### src/rtl/spike_rate_decoder.sv
// Spike rate decoder: turns a neuron core's 1-bit spike train back into numbers.
// A rate word is produced per fixed power-of-two window and handed out on a
// valid/ready handshake. Interspike intervals are measured alongside it.
//
// state | meaning
// IDLE  | not decoding; window, count and ISI timers held at 0
// COUNT | inside a window; counting spike edges and timing intervals
module spike_rate_decoder #(
   parameter int WINDOW_LOG2 = 8,
   parameter int CNT_W       = 8,
   parameter int ISI_W       = 8
) (
   input  logic             clk,
   input  logic             reset,
   input  logic             enable,
   input  logic             spike,
   output logic [CNT_W-1:0] rate,
   output logic             out_valid,
   input  logic             out_ready,
   output logic             out_overrun,
   output logic [ISI_W-1:0] isi,
   output logic             isi_valid
);

   // Window timer counts down the cycles left in the window; 0 marks the last cycle.
   localparam logic [WINDOW_LOG2-1:0] WIN_LAST      = '1;
   localparam logic [WINDOW_LOG2-1:0] WIN_FIRST_REM = WIN_LAST - 1'b1;
   localparam logic [CNT_W-1:0]       CNT_MAX       = '1;
   localparam logic [ISI_W-1:0]       ISI_MAX       = '1;

   typedef enum logic {
      IDLE  = 1'b0,
      COUNT = 1'b1
   } state_t;

   state_t                 state;
   state_t                 state_nxt;
   logic                   spike_q;
   logic [WINDOW_LOG2-1:0] win_rem;
   logic [CNT_W-1:0]       count;
   logic [ISI_W-1:0]       isi_cnt;

   logic                   edge_det;
   logic                   start;
   logic                   run;
   logic                   win_end;
   logic [CNT_W-1:0]       count_final;

   // Edge detect and per-cycle qualifiers shared by the datapath blocks.
   // The start cycle is window cycle 0, so the remaining-cycle count loaded
   // there is already one short of WIN_LAST.
   always_comb begin
      edge_det    = spike & ~spike_q;
      start       = (state == IDLE) & enable & edge_det;
      run         = (state == COUNT) & enable;
      win_end     = run & (win_rem == '0);
      count_final = count;
      if (edge_det && (count != CNT_MAX)) begin
         count_final = count + 1'b1;
      end
   end

   // Next-state logic: an edge with enable set opens a window; dropping enable aborts it.
   always_comb begin
      state_nxt = state;
      case (state)
         IDLE: begin
            if (start) begin
               state_nxt = COUNT;
            end
         end
         COUNT: begin
            if (!enable) begin
               state_nxt = IDLE;
            end
         end
         default: state_nxt = IDLE;
      endcase
   end

   // State register.
   always_ff @(posedge clk or posedge reset) begin
      if (reset) begin
         state <= IDLE;
      end else begin
         state <= state_nxt;
      end
   end

   // Spike level history for edge detection, tracked regardless of enable.
   always_ff @(posedge clk or posedge reset) begin
      if (reset) begin
         spike_q <= 1'b0;
      end else begin
         spike_q <= spike;
      end
   end

   // Window timer and saturating edge counter; windows run back-to-back with no gap.
   always_ff @(posedge clk or posedge reset) begin
      if (reset) begin
         win_rem <= '0;
         count   <= '0;
      end else if (start) begin
         win_rem <= WIN_FIRST_REM;
         count   <= CNT_W'(1);
      end else if (run) begin
         if (win_rem == '0) begin
            win_rem <= WIN_LAST;
            count   <= '0;
         end else begin
            win_rem <= win_rem - 1'b1;
            count   <= count_final;
         end
      end else begin
         win_rem <= '0;
         count   <= '0;
      end
   end

   // Interval timer: holds cycles since the last edge. The opening edge of a
   // run only starts timing; every later edge publishes the interval.
   always_ff @(posedge clk or posedge reset) begin
      if (reset) begin
         isi_cnt   <= '0;
         isi       <= '0;
         isi_valid <= 1'b0;
      end else begin
         isi_valid <= 1'b0;
         if (start) begin
            isi_cnt <= ISI_W'(1);
         end else if (run) begin
            if (edge_det) begin
               isi       <= isi_cnt;
               isi_valid <= 1'b1;
               isi_cnt   <= ISI_W'(1);
            end else if (isi_cnt != ISI_MAX) begin
               isi_cnt <= isi_cnt + 1'b1;
            end
         end else begin
            isi_cnt <= '0;
         end
      end
   end

   // Result register and handshake. A window result arriving while an
   // unaccepted one is held is dropped and flagged, so rate never changes
   // under a pending handshake.
   always_ff @(posedge clk or posedge reset) begin
      if (reset) begin
         rate        <= '0;
         out_valid   <= 1'b0;
         out_overrun <= 1'b0;
      end else if (win_end) begin
         if (!out_valid || out_ready) begin
            rate        <= count_final;
            out_valid   <= 1'b1;
            out_overrun <= 1'b0;
         end else begin
            out_overrun <= 1'b1;
         end
      end else if (out_valid && out_ready) begin
         out_valid   <= 1'b0;
         out_overrun <= 1'b0;
      end
   end

endmodule

### config.mk
export PLATFORM = sky130hd
export DESIGN_NAME = spike_rate_decoder
export DESIGN_NICKNAME = d
export VERILOG_FILES = /design/src/rtl/spike_rate_decoder.sv
export SDC_FILE = /design/constraint.sdc
export NUM_CORES = 1
export LEC_CHECK = 0
export CORE_ASPECT_RATIO = 0.6
export CORE_UTILIZATION = 25
export CTS_CLUSTER_SIZE = 8
export DETAILED_ROUTE_END_ITERATION = 10
export MAX_ROUTING_LAYER = met4
export PLACE_DENSITY = 0.5
export SLEW_MARGIN = 5
export SYNTH_ARGS = -nofsm -noshare
export SYNTH_HDL_FRONTEND = slang
export SYNTH_SLANG_ARGS = --single-unit
### constraint.sdc
create_clock -name clk -period 2.5 [get_ports clk]
set_input_delay 0.5 -clock clk [delete_from_list [all_inputs] [get_ports clk]]
set_output_delay 0.5 -clock clk [all_outputs]
set_load 0.03 [all_outputs]
==> metrics.cfg <==
[global_routing]
met2_usage_pct=14.2
use_met1_pct=17.2
grt.total_usage_pct=11.4
grt_pass1_wl_mm=7.31
antenna_found_initial=0
grt_pass1_vias=1401
grt_busiest_layer=met1
grt-ovfl-total=0
met3_usage_pct=3.34
grt_max_degree=46

[synthesis]
ys_seq_area_share_pct=55.4
synthTopCellsByArea=dfrtp_1 55%, mux2_2 5.5%, nand2_1 4.1%
synth_area_leader_cell=dfrtp_1
synth-adder-area-share_pct=2.46
avgSynthCellArea_um2=10.9
synth_seq_cells=45
postSynth.asyncResetShare_pct=100
postSynth.topFlopCell=dfrtp_1
synthMuxAreaShare_pct=7.50
syn-num-nets=195
syn_area_um2=2030
synth_top_family_by_area=simple AND/OR/NAND/NOR gates
ys_warn_count=0
synth-xor-area-share_pct=3.44
synth-edff-count=0
synth-simple-area-share_pct=17.7
ys_types=41
syn_inst=186
netlist.area_leader.share_pct=55.4
synth_compound_area_share_pct=11.6

[finish]
final_util_pct=32.1
fillers=828
nets=224
drive_gt1_share_pct=11.2
synthToLayoutAreaGrowth_pct=24.4
n_antenna_cell=0
final_cell_area_um2=2530

[sta]
period_share_pct=77.2
whs_ns=0.481
clock_skew_ns=0.00566
setup_ws_ns=0.569
relSlewSlack_pct=61.0
rsz0062_at_grt=no
drv_slew=0
fin_crit_ns=1.93
finalHoldViolCount=0
tns_ns=0
max_freq_ghz=0.518
setup_viol=0
worst_pin_slew_ns=0.584

[placement]
io_buffers=23
dp_slack_ns=0.346
gp_congestion=0.797
place_area_um2=2400
hpwl_mm=2.93

[floorplan]
core.rowCount=25
die_area_um2=8510
die_width_um=118
io_pins=24
core_area_um2=7880
start_util_pct=25.8
die_y_um=71.9

[setup_path]
start_kind=flop
crit_arrival_ns=2.10
path_cells=inv_1 -> ha_1 -> nor3b_1 -> nand4_2 -> mux2_2
end_kind=flop
setup.worst_path.class=reg2reg
critPathMaxStageDelay_ns=0.43
critical_path.top_delay_family=simple AND/OR/NAND/NOR gates
crit_buf_inv=1
cp.required_ns=2.67
critical-path-slowest-cell=nand4_2
cp_max_fo=15

[routing]
drt-initial-drc-count=86
drt-vias-per-instance=4.44
dr_total_vias=1431
ant_nets=0
drc=0
drt_wl_total_mm=4.17
wl_per_cell_um=13.0
dr.pass1.iters=4

[clock_tree]
cts_setup_buffers=0
cts-buffers-inserted=5
h-tree-depth=2
insertion_delay_ns=0.28
path_clk_slew_ns=0.06
cts_resized=0
cts_root_buffer=clkbuf_16
clock-sinks=45
clockBufferDepth=2
cts_tree=done
holdBufCountCts=0

[power]
leakage_uw=0.00110
peakVddDrop_v=0.000241
power_density_nw_per_um2=658

[run]
maxCapViolCount=0

[hold_path]
hp-class=reg2reg

[run_status]
status=finished clean

## placed cells by master, fill, tap and decap left out, types with 3 or more instances in the layout
cell and count:
a21oi_1 12, a31oi_1 5, clkbuf_16 5, clkdlybuf4s50_1 23
dfrtp_1 45, ha_1 4, inv_1 6, mux2_2 10
mux2i_1 4, nand2_1 22, nand2b_1 3, nand4_1 3
nor2_1 12, nor3_1 11, o21ai_0 3, o21ai_1 4
o31ai_1 3, xnor2_1 3, xor2_1 5
## routing by layer
metal	up-vias	wire length, um
met2	20	1590
met1	685	2400
li1	723	-
met5	-	0
met3	3	162
met4	0	27
## cells in the mapped netlist (all sizes together) (4+ instances only)
cell type and instances:
nor2 12, a31oi 5, dfrtp 45, ha 4, inv 7, o21ai 7, o31ai 4, mux2i 4
nand2 23, mux2 10, xor2 5, nor3 11, a21oi 12, nand4 4
## metrics by stage
stage,cells,power [uW]
global placement,316,1070
CTS,322,1690
floorplan,186,976
finish,322,1670
detailed placement,316,1060
global route,322,1750
## final cells by class
type | instances | area [um2] | share of cell area [%]
clock buffers | 5 | 125 | 4.94
clock inverters | 1 | 5.00 | 0.198
inverters | 7 | 26.3 | 1.04
multi-input cells | 131 | 868 | 34.3
flip-flops and latches | 45 | 1130 | 44.5
well taps | 108 | 135 | 5.34
repair buffers | 25 | 245 | 9.69
## power by group
| part | switching, uW | internal [uW] |
|---|---|---|
| logic | 146 | 102 |
| clock network | 257 | 357 |
| registers | 36.0 | 767 |
## sequential cells by signal, summed over array words and instances, names as in the netlist, 8 cells and up
register,cells
rate,8
isi,8
win_rem,8
isi_cnt,8
count,8
## worst min-delay path, stage by stage, from the launching register on
cell     delay [ns]
dfrtp_1        0.34
nand2_1        0.05
o31ai_1        0.06
## final timing paths
kind                       slack [ns]  cells after the start       start       end
max                              0.57                      5  win_rem[0]   rate[3]
min                              0.48                      2     rate[2]   rate[2]
max reg2reg                      0.57                      5  win_rem[0]   rate[3]
min reg2reg                      0.48                      2     rate[2]   rate[2]
max in group asynchronous        1.42                      3       reset  count[2]
min in group asynchronous        0.67                      3       reset    isi[1]
## cells by family after synthesis
family                     count (synthesis)
DFF                                       45
adders and majority gates                  4
AOI/OAI and AO/OA                         37
xor gates and xnor gates                   8
buffers and inverters                     10
muxes                                     14
and+or+nand+nor                           68
Power figures use the tool's default switching activity.
